<file path="config.mk">
export PLATFORM = sky130hd
export DESIGN_NAME = hazard_scoreboard
export DESIGN_NICKNAME = d
export VERILOG_FILES = /design/src/rtl/hazard_scoreboard.sv
export SDC_FILE = /design/constraint.sdc
export NUM_CORES = 1
export LEC_CHECK = 0
export BUFFER_PORTS_ARGS = -buffer_cell sky130_fd_sc_hd__buf_2
export CORE_MARGIN = 2
export CORE_UTILIZATION = 60
export CTS_BUF_LIST = sky130_fd_sc_hd__clkbuf_2 sky130_fd_sc_hd__clkbuf_4 sky130_fd_sc_hd__clkbuf_8
export DETAILED_ROUTE_END_ITERATION = 16
export PLACE_DENSITY = 0.86
export SLEW_MARGIN = 15
export SYNTH_ARGS = -nofsm -noshare
export SYNTH_HDL_FRONTEND = slang
export SYNTH_SLANG_ARGS = --single-unit
</file>
<file path="constraint.sdc">
create_clock -name clk -period 5.2 [get_ports clk]
set_clock_uncertainty 0.2 [all_clocks]
set_input_delay 0.26 -clock clk [delete_from_list [all_inputs] [get_ports clk]]
set_output_delay 0.26 -clock clk [all_outputs]
set_load 0.05 [all_outputs]
</file>
<file path="src/rtl/hazard_scoreboard.sv">
// ---------------------------------------------------------------------------
// hazard_scoreboard
//
// Tracks every in-flight register write in the stages after decode and
// produces stall/flush controls plus registered forward-source selects for
// the scalar and vector register files.
// Tracker entry 0 is E, entry 1 is M, entry 2 is W, and so on.
//
// Ports
//   clk         pipeline clock
//   rst         synchronous, active-low reset
//   valid_d     decode holds a real instruction
//   rs1_d/rs2_d source addresses; *_vec_d selects the vector file;
//               *_use_d marks a source that is actually read
//   rd_d        destination address; rd_vec_d selects the vector file
//   we_d        instruction writes a register
//   lat_d       cycles from entering E until forwardable
//               (0 behaves as 1, values above MAX_LAT are clamped)
//   pc_src_e    taken branch/jump resolved in E
//   stall_f     hold PC
//   stall_d     hold F/D register
//   flush_d     clear F/D register
//   flush_e     clear D/E register
//   fwd_a_e     source-1 forward select for the instruction in E
//               (0 = register file, k = tracker entry k)
//   fwd_b_e     same, for source 2
//
// Optional build macro HAZARD_PERF_CNT_EN adds:
//   stall_cnt   cycles with stall_d = 1 (wraps at 2^32)
//   flush_cnt   cycles with pc_src_e = 1 (wraps at 2^32)
// ---------------------------------------------------------------------------
module hazard_scoreboard #(
    parameter int STAGES  = 3,
    parameter int REG_AW  = 5,
    parameter int MAX_LAT = 4,
    parameter int SEL_W   = $clog2(STAGES + 1)
) (
    input  logic                           clk,
    input  logic                           rst,
    input  logic                           valid_d,
    input  logic [REG_AW-1:0]              rs1_d,
    input  logic [REG_AW-1:0]              rs2_d,
    input  logic                           rs1_vec_d,
    input  logic                           rs2_vec_d,
    input  logic                           rs1_use_d,
    input  logic                           rs2_use_d,
    input  logic [REG_AW-1:0]              rd_d,
    input  logic                           rd_vec_d,
    input  logic                           we_d,
    input  logic [$clog2(MAX_LAT+1)-1:0]   lat_d,
    input  logic                           pc_src_e,
    output logic                           stall_f,
    output logic                           stall_d,
    output logic                           flush_d,
    output logic                           flush_e,
    output logic [SEL_W-1:0]               fwd_a_e,
    output logic [SEL_W-1:0]               fwd_b_e
`ifdef HAZARD_PERF_CNT_EN
    ,
    output logic [31:0]                    stall_cnt,
    output logic [31:0]                    flush_cnt
`endif
);

    localparam int LAT_W = $clog2(MAX_LAT + 1);
    localparam logic [LAT_W-1:0] LAT_ONE   = LAT_W'(1);
    localparam logic [LAT_W-1:0] LAT_MAX_V = LAT_W'(MAX_LAT);

    // Tracker entries. cnt holds lat-1 at load and counts down each edge,
    // so a nonzero cnt means the result is not yet forwardable to the
    // instruction currently in decode.
    logic              trk_valid_q [STAGES];
    logic              trk_we_q    [STAGES];
    logic [REG_AW-1:0] trk_rd_q    [STAGES];
    logic              trk_vec_q   [STAGES];
    logic [LAT_W-1:0]  trk_cnt_q   [STAGES];

    logic              trk_valid_d [STAGES];
    logic              trk_we_d    [STAGES];
    logic [REG_AW-1:0] trk_rd_d    [STAGES];
    logic              trk_vec_d   [STAGES];
    logic [LAT_W-1:0]  trk_cnt_d   [STAGES];

    logic [SEL_W-1:0]  fwd_a_q, fwd_a_d;
    logic [SEL_W-1:0]  fwd_b_q, fwd_b_d;

    logic [STAGES-1:0] match_a, match_b;
    logic              haz_a, haz_b, hazard;
    logic [SEL_W-1:0]  fwd_a_nxt, fwd_b_nxt;
    logic [LAT_W-1:0]  lat_eff;
    logic              flush_any;
    logic              advance;

    // Source/entry match. Scalar x0 is hard-wired and never matches;
    // vector v0 is a real register.
    always_comb begin
        match_a = '0;
        match_b = '0;
        for (int k = 0; k < STAGES; k++) begin
            match_a[k] = rs1_use_d && trk_valid_q[k] && trk_we_q[k]
                         && (trk_rd_q[k] == rs1_d) && (trk_vec_q[k] == rs1_vec_d)
                         && (rs1_vec_d || (rs1_d != '0));
            match_b[k] = rs2_use_d && trk_valid_q[k] && trk_we_q[k]
                         && (trk_rd_q[k] == rs2_d) && (trk_vec_q[k] == rs2_vec_d)
                         && (rs2_vec_d || (rs2_d != '0));
        end
    end

    // Youngest match wins: scan from oldest to youngest so the lowest
    // index overwrites. The select names the entry the producer will
    // occupy after the next edge; past the last entry it has retired and
    // the write-through register file supplies the value.
    always_comb begin
        haz_a     = 1'b0;
        haz_b     = 1'b0;
        fwd_a_nxt = '0;
        fwd_b_nxt = '0;
        for (int k = STAGES - 1; k >= 0; k--) begin
            if (match_a[k]) begin
                haz_a     = (trk_cnt_q[k] != '0);
                fwd_a_nxt = (k + 1 < STAGES) ? SEL_W'(k + 1) : '0;
            end
            if (match_b[k]) begin
                haz_b     = (trk_cnt_q[k] != '0);
                fwd_b_nxt = (k + 1 < STAGES) ? SEL_W'(k + 1) : '0;
            end
        end
    end

    assign hazard = haz_a || haz_b;

    // Reset and branch flush both take priority over a hazard stall.
    assign flush_any = !rst || pc_src_e;
    assign stall_d   = !flush_any && hazard;
    assign stall_f   = stall_d;
    assign flush_d   = flush_any;
    assign flush_e   = flush_any || hazard;
    assign advance   = valid_d && !stall_d && !flush_e;

    always_comb begin
        lat_eff = lat_d;
        if (lat_d == '0) begin
            lat_eff = LAT_ONE;
        end else if (lat_d > LAT_MAX_V) begin
            lat_eff = LAT_MAX_V;
        end
    end

    always_comb begin
        for (int k = 1; k < STAGES; k++) begin
            trk_valid_d[k] = trk_valid_q[k-1];
            trk_we_d[k]    = trk_we_q[k-1];
            trk_rd_d[k]    = trk_rd_q[k-1];
            trk_vec_d[k]   = trk_vec_q[k-1];
            trk_cnt_d[k]   = (trk_cnt_q[k-1] == '0) ? '0 : trk_cnt_q[k-1] - LAT_ONE;
        end
        trk_valid_d[0] = advance;
        trk_we_d[0]    = advance && we_d;
        trk_rd_d[0]    = advance ? rd_d : '0;
        trk_vec_d[0]   = advance && rd_vec_d;
        trk_cnt_d[0]   = advance ? (lat_eff - LAT_ONE) : '0;

        fwd_a_d = advance ? fwd_a_nxt : '0;
        fwd_b_d = advance ? fwd_b_nxt : '0;
    end

    always_ff @(posedge clk) begin
        if (!rst) begin
            for (int k = 0; k < STAGES; k++) begin
                trk_valid_q[k] <= 1'b0;
                trk_we_q[k]    <= 1'b0;
                trk_rd_q[k]    <= '0;
                trk_vec_q[k]   <= 1'b0;
                trk_cnt_q[k]   <= '0;
            end
            fwd_a_q <= '0;
            fwd_b_q <= '0;
        end else begin
            for (int k = 0; k < STAGES; k++) begin
                trk_valid_q[k] <= trk_valid_d[k];
                trk_we_q[k]    <= trk_we_d[k];
                trk_rd_q[k]    <= trk_rd_d[k];
                trk_vec_q[k]   <= trk_vec_d[k];
                trk_cnt_q[k]   <= trk_cnt_d[k];
            end
            fwd_a_q <= fwd_a_d;
            fwd_b_q <= fwd_b_d;
        end
    end

    assign fwd_a_e = fwd_a_q;
    assign fwd_b_e = fwd_b_q;

`ifdef HAZARD_PERF_CNT_EN
    logic [31:0] stall_cnt_q, stall_cnt_d;
    logic [31:0] flush_cnt_q, flush_cnt_d;

    always_comb begin
        stall_cnt_d = stall_d  ? stall_cnt_q + 32'd1 : stall_cnt_q;
        flush_cnt_d = pc_src_e ? flush_cnt_q + 32'd1 : flush_cnt_q;
    end

    always_ff @(posedge clk) begin
        if (!rst) begin
            stall_cnt_q <= '0;
            flush_cnt_q <= '0;
        end else begin
            stall_cnt_q <= stall_cnt_d;
            flush_cnt_q <= flush_cnt_d;
        end
    end

    assign stall_cnt = stall_cnt_q;
    assign flush_cnt = flush_cnt_q;
`endif

endmodule

</file>
After elaboration in Yosys (flattened, before gate mapping) --
Memories as Yosys holds them, arrays and structs flattened. Cells that the tools add are included.
Word-level totals: register bits after elaboration 4, latch bits 0, bits in writable memories 33, ROM bits 0, input bits 28, output and inout bits 8, logic and storage cells 130, memories kept 5
Operators by class: add/subtract/negate cells 3, multiply operators 0, divide/modulo/power cells 0, magnitude comparators 1, equal/unequal tests 12, shift-type cells 0, multiplexer cells 33, bitwise gates (word level) 17, reductions and logical operators 55
Memory list:
- trk_rd_q | words 3, bits a word 5, read ports 3, clocked after memory_dff 0, wr ports 3, RTL line 74 | logic [REG_AW-1:0] trk_rd_q [STAGES];
- trk_cnt_q | words 3, bits a word 3, read ports 3, clocked after memory_dff 0, wr ports 3, RTL line 76 | logic [LAT_W-1:0] trk_cnt_q [STAGES];
- trk_valid_q | words 3, bits a word 1, read ports 3, clocked after memory_dff 0, wr ports 3, RTL line 72 | logic trk_valid_q [STAGES];
- trk_vec_q | words 3, bits a word 1, read ports 3, clocked after memory_dff 0, wr ports 3, RTL line 75 | logic trk_vec_q [STAGES];
- trk_we_q | words 3, bits a word 1, read ports 3, clocked after memory_dff 0, wr ports 3, RTL line 73 | logic trk_we_q [STAGES];
Operators with widths (count):
- 1-bit logical AND | 35
- 5-bit == test | 6
- 3-bit two-way mux | 8
- 5-bit two-way mux | 4
- 1-bit two-way mux | 19
- 1-bit OR | 15
- 5-bit nonzero test | 2
- 3-bit logical NOT | 3
- 3-bit nonzero test | 3
- 3-bit by 1-bit subtractor with 3-bit output (second input constant) | 3
- 1-bit == test | 6
- 3-bit OR reduction | 2
- 1-bit logical OR | 5
- 1-bit logical NOT | 4
- 2-bit two-way mux | 2
- 3-bit greater-than comparator (second input constant) | 1
- 1-bit NOT | 2
- 2-bit AND reduction | 1

Longest topological paths before layout --
An unclocked memory read counts as a cell.
depth after elaboration 16, depth in mapped cells 7, gate-level depth less buffers 6

Worst setup path after synthesis --
Ideal clock, no wire load.
kind register to output, start memory trk_rd_q[0][3], end output port stall_f, arrival time 1950 ps, required time 4740 ps, slack 2790 ps, cell stages (with the launch flop) 8, path buffers 1, path through dfxtp_1 xor2_1 nor4_1 nand3_1 a22o_1 o221ai_2 and2_2 buf_4
RTL lines:
- start, declared | RTL line 74
- end, declared | RTL line 52 | output logic stall_f,

==> metrics.md <==
| Metric | Value |
|---|---|
| Layout area overhead | `19.5%` |
| Cell taking the most area after synthesis | `dfxtp_1` |
| Synth Area in Adders | `between 3 and 4%` |
| Critical path, cell by cell | `xor2_1, nor4_1, nand3_1, mux2i_1, o221ai_2, and2_2, buf_2` |
| Compound-Gate Fraction of Synth Area | `roughly 3.5%` |
| Clock sink count | `37` |
| Share of layout cells above drive strength 1 | `between 20% and 30%` |
| Slowest stage delay, CP | `around 620 ps` |
| First-pass GRT wire length | `approximately 6000 µm` |
| Mux contribution to synthesized area | `about 1.2%` |
| Worst Max-Slew Pin Slew | `just under 800 ps` |
| Cts repair resizes | `0` |
| Initial antenna violation count | `0` |
| Largest net degree at the start of global routing | `22` |
| Synth Area per Inst | `~9.2 µm²` |
| Yosys warning count | `0` |
| Via Count | `roughly 1,400` |
| Crit path required time | `roughly 4700 ps` |
| Core Region | `between 2000 and 3000 µm²` |
| Max clock buf depth | `2` |
| WL met2 | `between 1500 and 2000 µm` |
| HPWL after detailed placement | `around 2600 µm` |
| Gr usage total | `around a quarter` |
| Layout fillers | `200` |
| Max Freq | `0.322 GHz` |
| Final worst setup slack | `2090 ps` |
| Chip width | `between 50 and 60 µm` |
| Placed insts | `about 250` |
| Final Power | `around 0.56 mW` |
| Outcome | `complete, no violations` |
| Die height | `around 58 µm` |
| RSZ-0062 raised after global routing | `no` |
| ANT cells | `0` |
| CTS buffer count | `5` |
| Share of the synthesized area in the top cell type | `between 40% and 50%` |
| WL met3 | `about 250 µm` |
| Setup WS pre-CTS | `2370 ps` |
| Endpoints failing setup | `0` |
| Endpoint, Worst Hold | `trk_cnt_q[0][2]` |
| Slew HR | `between 40 and 50%` |
| CP startpoint kind | `flop` |
| Crit-path max FO | `17` |
| Slowest cell on crit path | `o221ai_2` |
| Worst hold start | `lat_d[2]` |
| Final slew viol count | `0` |
| Crit. End Element | `output pin` |
| Critical R2R Launch | `trk_rd_q[0][9]` |
| CTS H-tree depth | `2` |
| Mapped Cells | `about 190` |
| Final hold violations | `0` |
| Grt total ovfl | `0` |
| Cell variety after synth | `30` |
| DRT Pass-1 Iters | `4` |
| Average routed wire per standard cell | `between 10 and 15 µm` |
| CTS tree | `built` |
| Mapped Area | `1720 µm²` |
| Number of max-cap violations | `0` |
| Area of the multi-input gates | `roughly 920 µm²` |
| Top Metal Used | `met4` |
| Sequential cell area | `around 740 µm²` |
| Layout Cells excl Fill | `between 200 and 300` |
| Drt initial violations | `40` |
| Wl on met1 | `between 1000 and 1500 µm` |
| CP Class | `reg -> out` |
| R2R cell count | `6` |
| Port bufs | `35` |
| Post-Synth Simple-Gate Area | `a little over a quarter` |
| Reg2Reg Setup Slack | `roughly 3000 ps` |
| Initial Util | `between 60 and 70%` |
| Root buf cell | `clkbuf_4` |
| Synth top area cells | `dfxtp_1, xor2_1, xnor2_1` |
| Final min period | `3110 ps` |
| Flops & latches, synth | `37` |
| Hold depth | `3` |
| Post-synthesis sequential area ratio | `43.1%` |
| WL final | `3480 µm` |
| PwrDens | `~270 nW/µm²` |
| Number of I/O pins | `36` |
| Net count, final | `263` |
| Max VDD drop | `roughly 0.29 mV` |
| Largest family of logic cells by synthesized area | `simple AND/OR/NAND/NOR gates` |
| Worst Path Arrival | `about 2700 ps` |
| Antenna-violating nets left | `0` |
| Leakage | `0.938 nW` |
| Post-Syn Nets | `around 220` |
| Std cell rows | `19` |
| Final period util | `about three fifths` |
| GPL Wtd Cong | `around 0.9` |
| Vias in the first global route | `1,430` |
| Worst hold path type | `in -> reg` |
| Clk_lat worst skew | `approximately 340 ps` |
| Die area | `~3300 µm²` |
| Synth Area in XOR/XNOR | `18.9%` |
| Terminus of the critical flop-to-flop path | `fwd_b_e[1]` |
| Vias/cell | `roughly 5.3` |
| DR DRC count | `0` |
| Clock transition at path regs | `120 ps` |
| Sum Neg Setup Slack | `0 ps` |
-- registers in the layout, indices dropped and copies added, names as in the netlist --
signal	flops
trk_rd_q	15
trk_we_q	3
fwd_b_e	2
trk_valid_q	3
fwd_a_e	2
trk_cnt_q	9
trk_vec_q	3
-- cells in the mapped netlist --
cell      count
nor2_1       15
nor4_1        8
inv_1         8
and2_2        1
nand3_1       8
clkbuf_1      3
dfxtp_1      37
or2_2         1
and2_1       17
nor3_1        8
o221ai_2      1
xnor2_1      13
nor3_2        1
o311ai_0      1
mux2i_1       2
nand2b_1      2
nor3_4        1
ha_1          5
buf_4         1
nand4_1       2
nor3b_1       2
nand2_1      16
a22o_1        1
o21ai_0       1
and3_1        1
o21a_1        2
xor2_1       24
a21o_1        1
nor2b_1       2
buf_6         1
-- per-stage QoR --
step	util, %	hold WS [ps]	instance area, µm²
final	75.1	15.6	2050
after global routing	75.1	22.0	2050
after CTS	75.1	12.0	2050
after detailed placement	69.6	212	1900
after global placement	69.6	204	1900
after floorplan	-	174	1720
-- worst max-delay path: cells and delay by family (launching register included) --
family | cells | cell delay (ps)
multiplexers | 1 | 150
flip-flops | 1 | 360
buffers and inverters | 1 | 260
AO/OA/AOI/OAI | 1 | 620
XOR/XNOR | 1 | 150
AND/OR/NAND/NOR | 3 | 760
-- metal layers --
metal	up-vias	global-route usage (%)
met2	56	40.6
li1	699	-
met4	0	13.0
met5	-	0
met3	11	6.12
met1	630	28.0
-- what timing repair did --
item                      CTS  global route
buffers inserted            0             0
hold endpoints to repair    7             0
hold buffers                7             0
-- area by class of cell --
cell class	count	share of cell area (%)
Clock buffer	5	1.83
Timing Repair Buffer	42	11.9
Multi-Input combinational cell	136	44.7
Sequential cell	37	36.1
Clock inverter	3	2.13
Inverter	8	1.46
Tap cell	31	1.89
-- worst max-delay path by stage --
stage	startpoint	end	slack [ps]	cells after the start
final	trk_rd_q[0][9]	stall_d	2090	7
after global routing	trk_rd_q[0][9]	stall_d	1870	7
after CTS	trk_rd_q[0][9]	stall_d	2070	7
after detailed placement	rs1_d[4]	stall_d	2370	8
after global placement	rs2_d[4]	stall_d	2480	8
after floorplan	trk_rd_q[0][3]	stall_f	2790	7
-- report_power, final --
part           total, mW  internal [mW]  switching, mW
clock network      0.201          0.102         0.0986
registers          0.295          0.291        0.00454
logic             0.0643         0.0300         0.0343
-- placed cells by master, fill, tap and decap left out, drive strengths merged --
master,synthesis,layout
dlygate4sd3,0,7
clkinv,0,1
nor4,8,8
dfxtp,37,37
clkbuf,3,5
and2,18,18
mux2i,2,2
nor3,10,10
nor3b,2,2
o221ai,1,1
inv,8,9
nand4,2,2
nor2,15,15
xor2,24,24
or2,1,1
ha,5,5
o311ai,1,1
nand2b,2,2
and3,1,1
nor2b,2,2
bufinv,0,1
o21ai,1,1
xnor2,13,13
a22o,1,1
nand2,16,16
nand3,8,8
o21a,2,2
a21o,1,1
buf,2,35
-- cells by family after synthesis --
| kind of cell | Yosys count |
|---|---|
| flops | 37 |
| compound gates | 7 |
| xor+xnor | 37 |
| simple gates | 85 |
| fa+ha+maj | 5 |
| mux | 2 |
| buf+inv | 13 |
No activity file was read; power rests on OpenSTA's default activity.
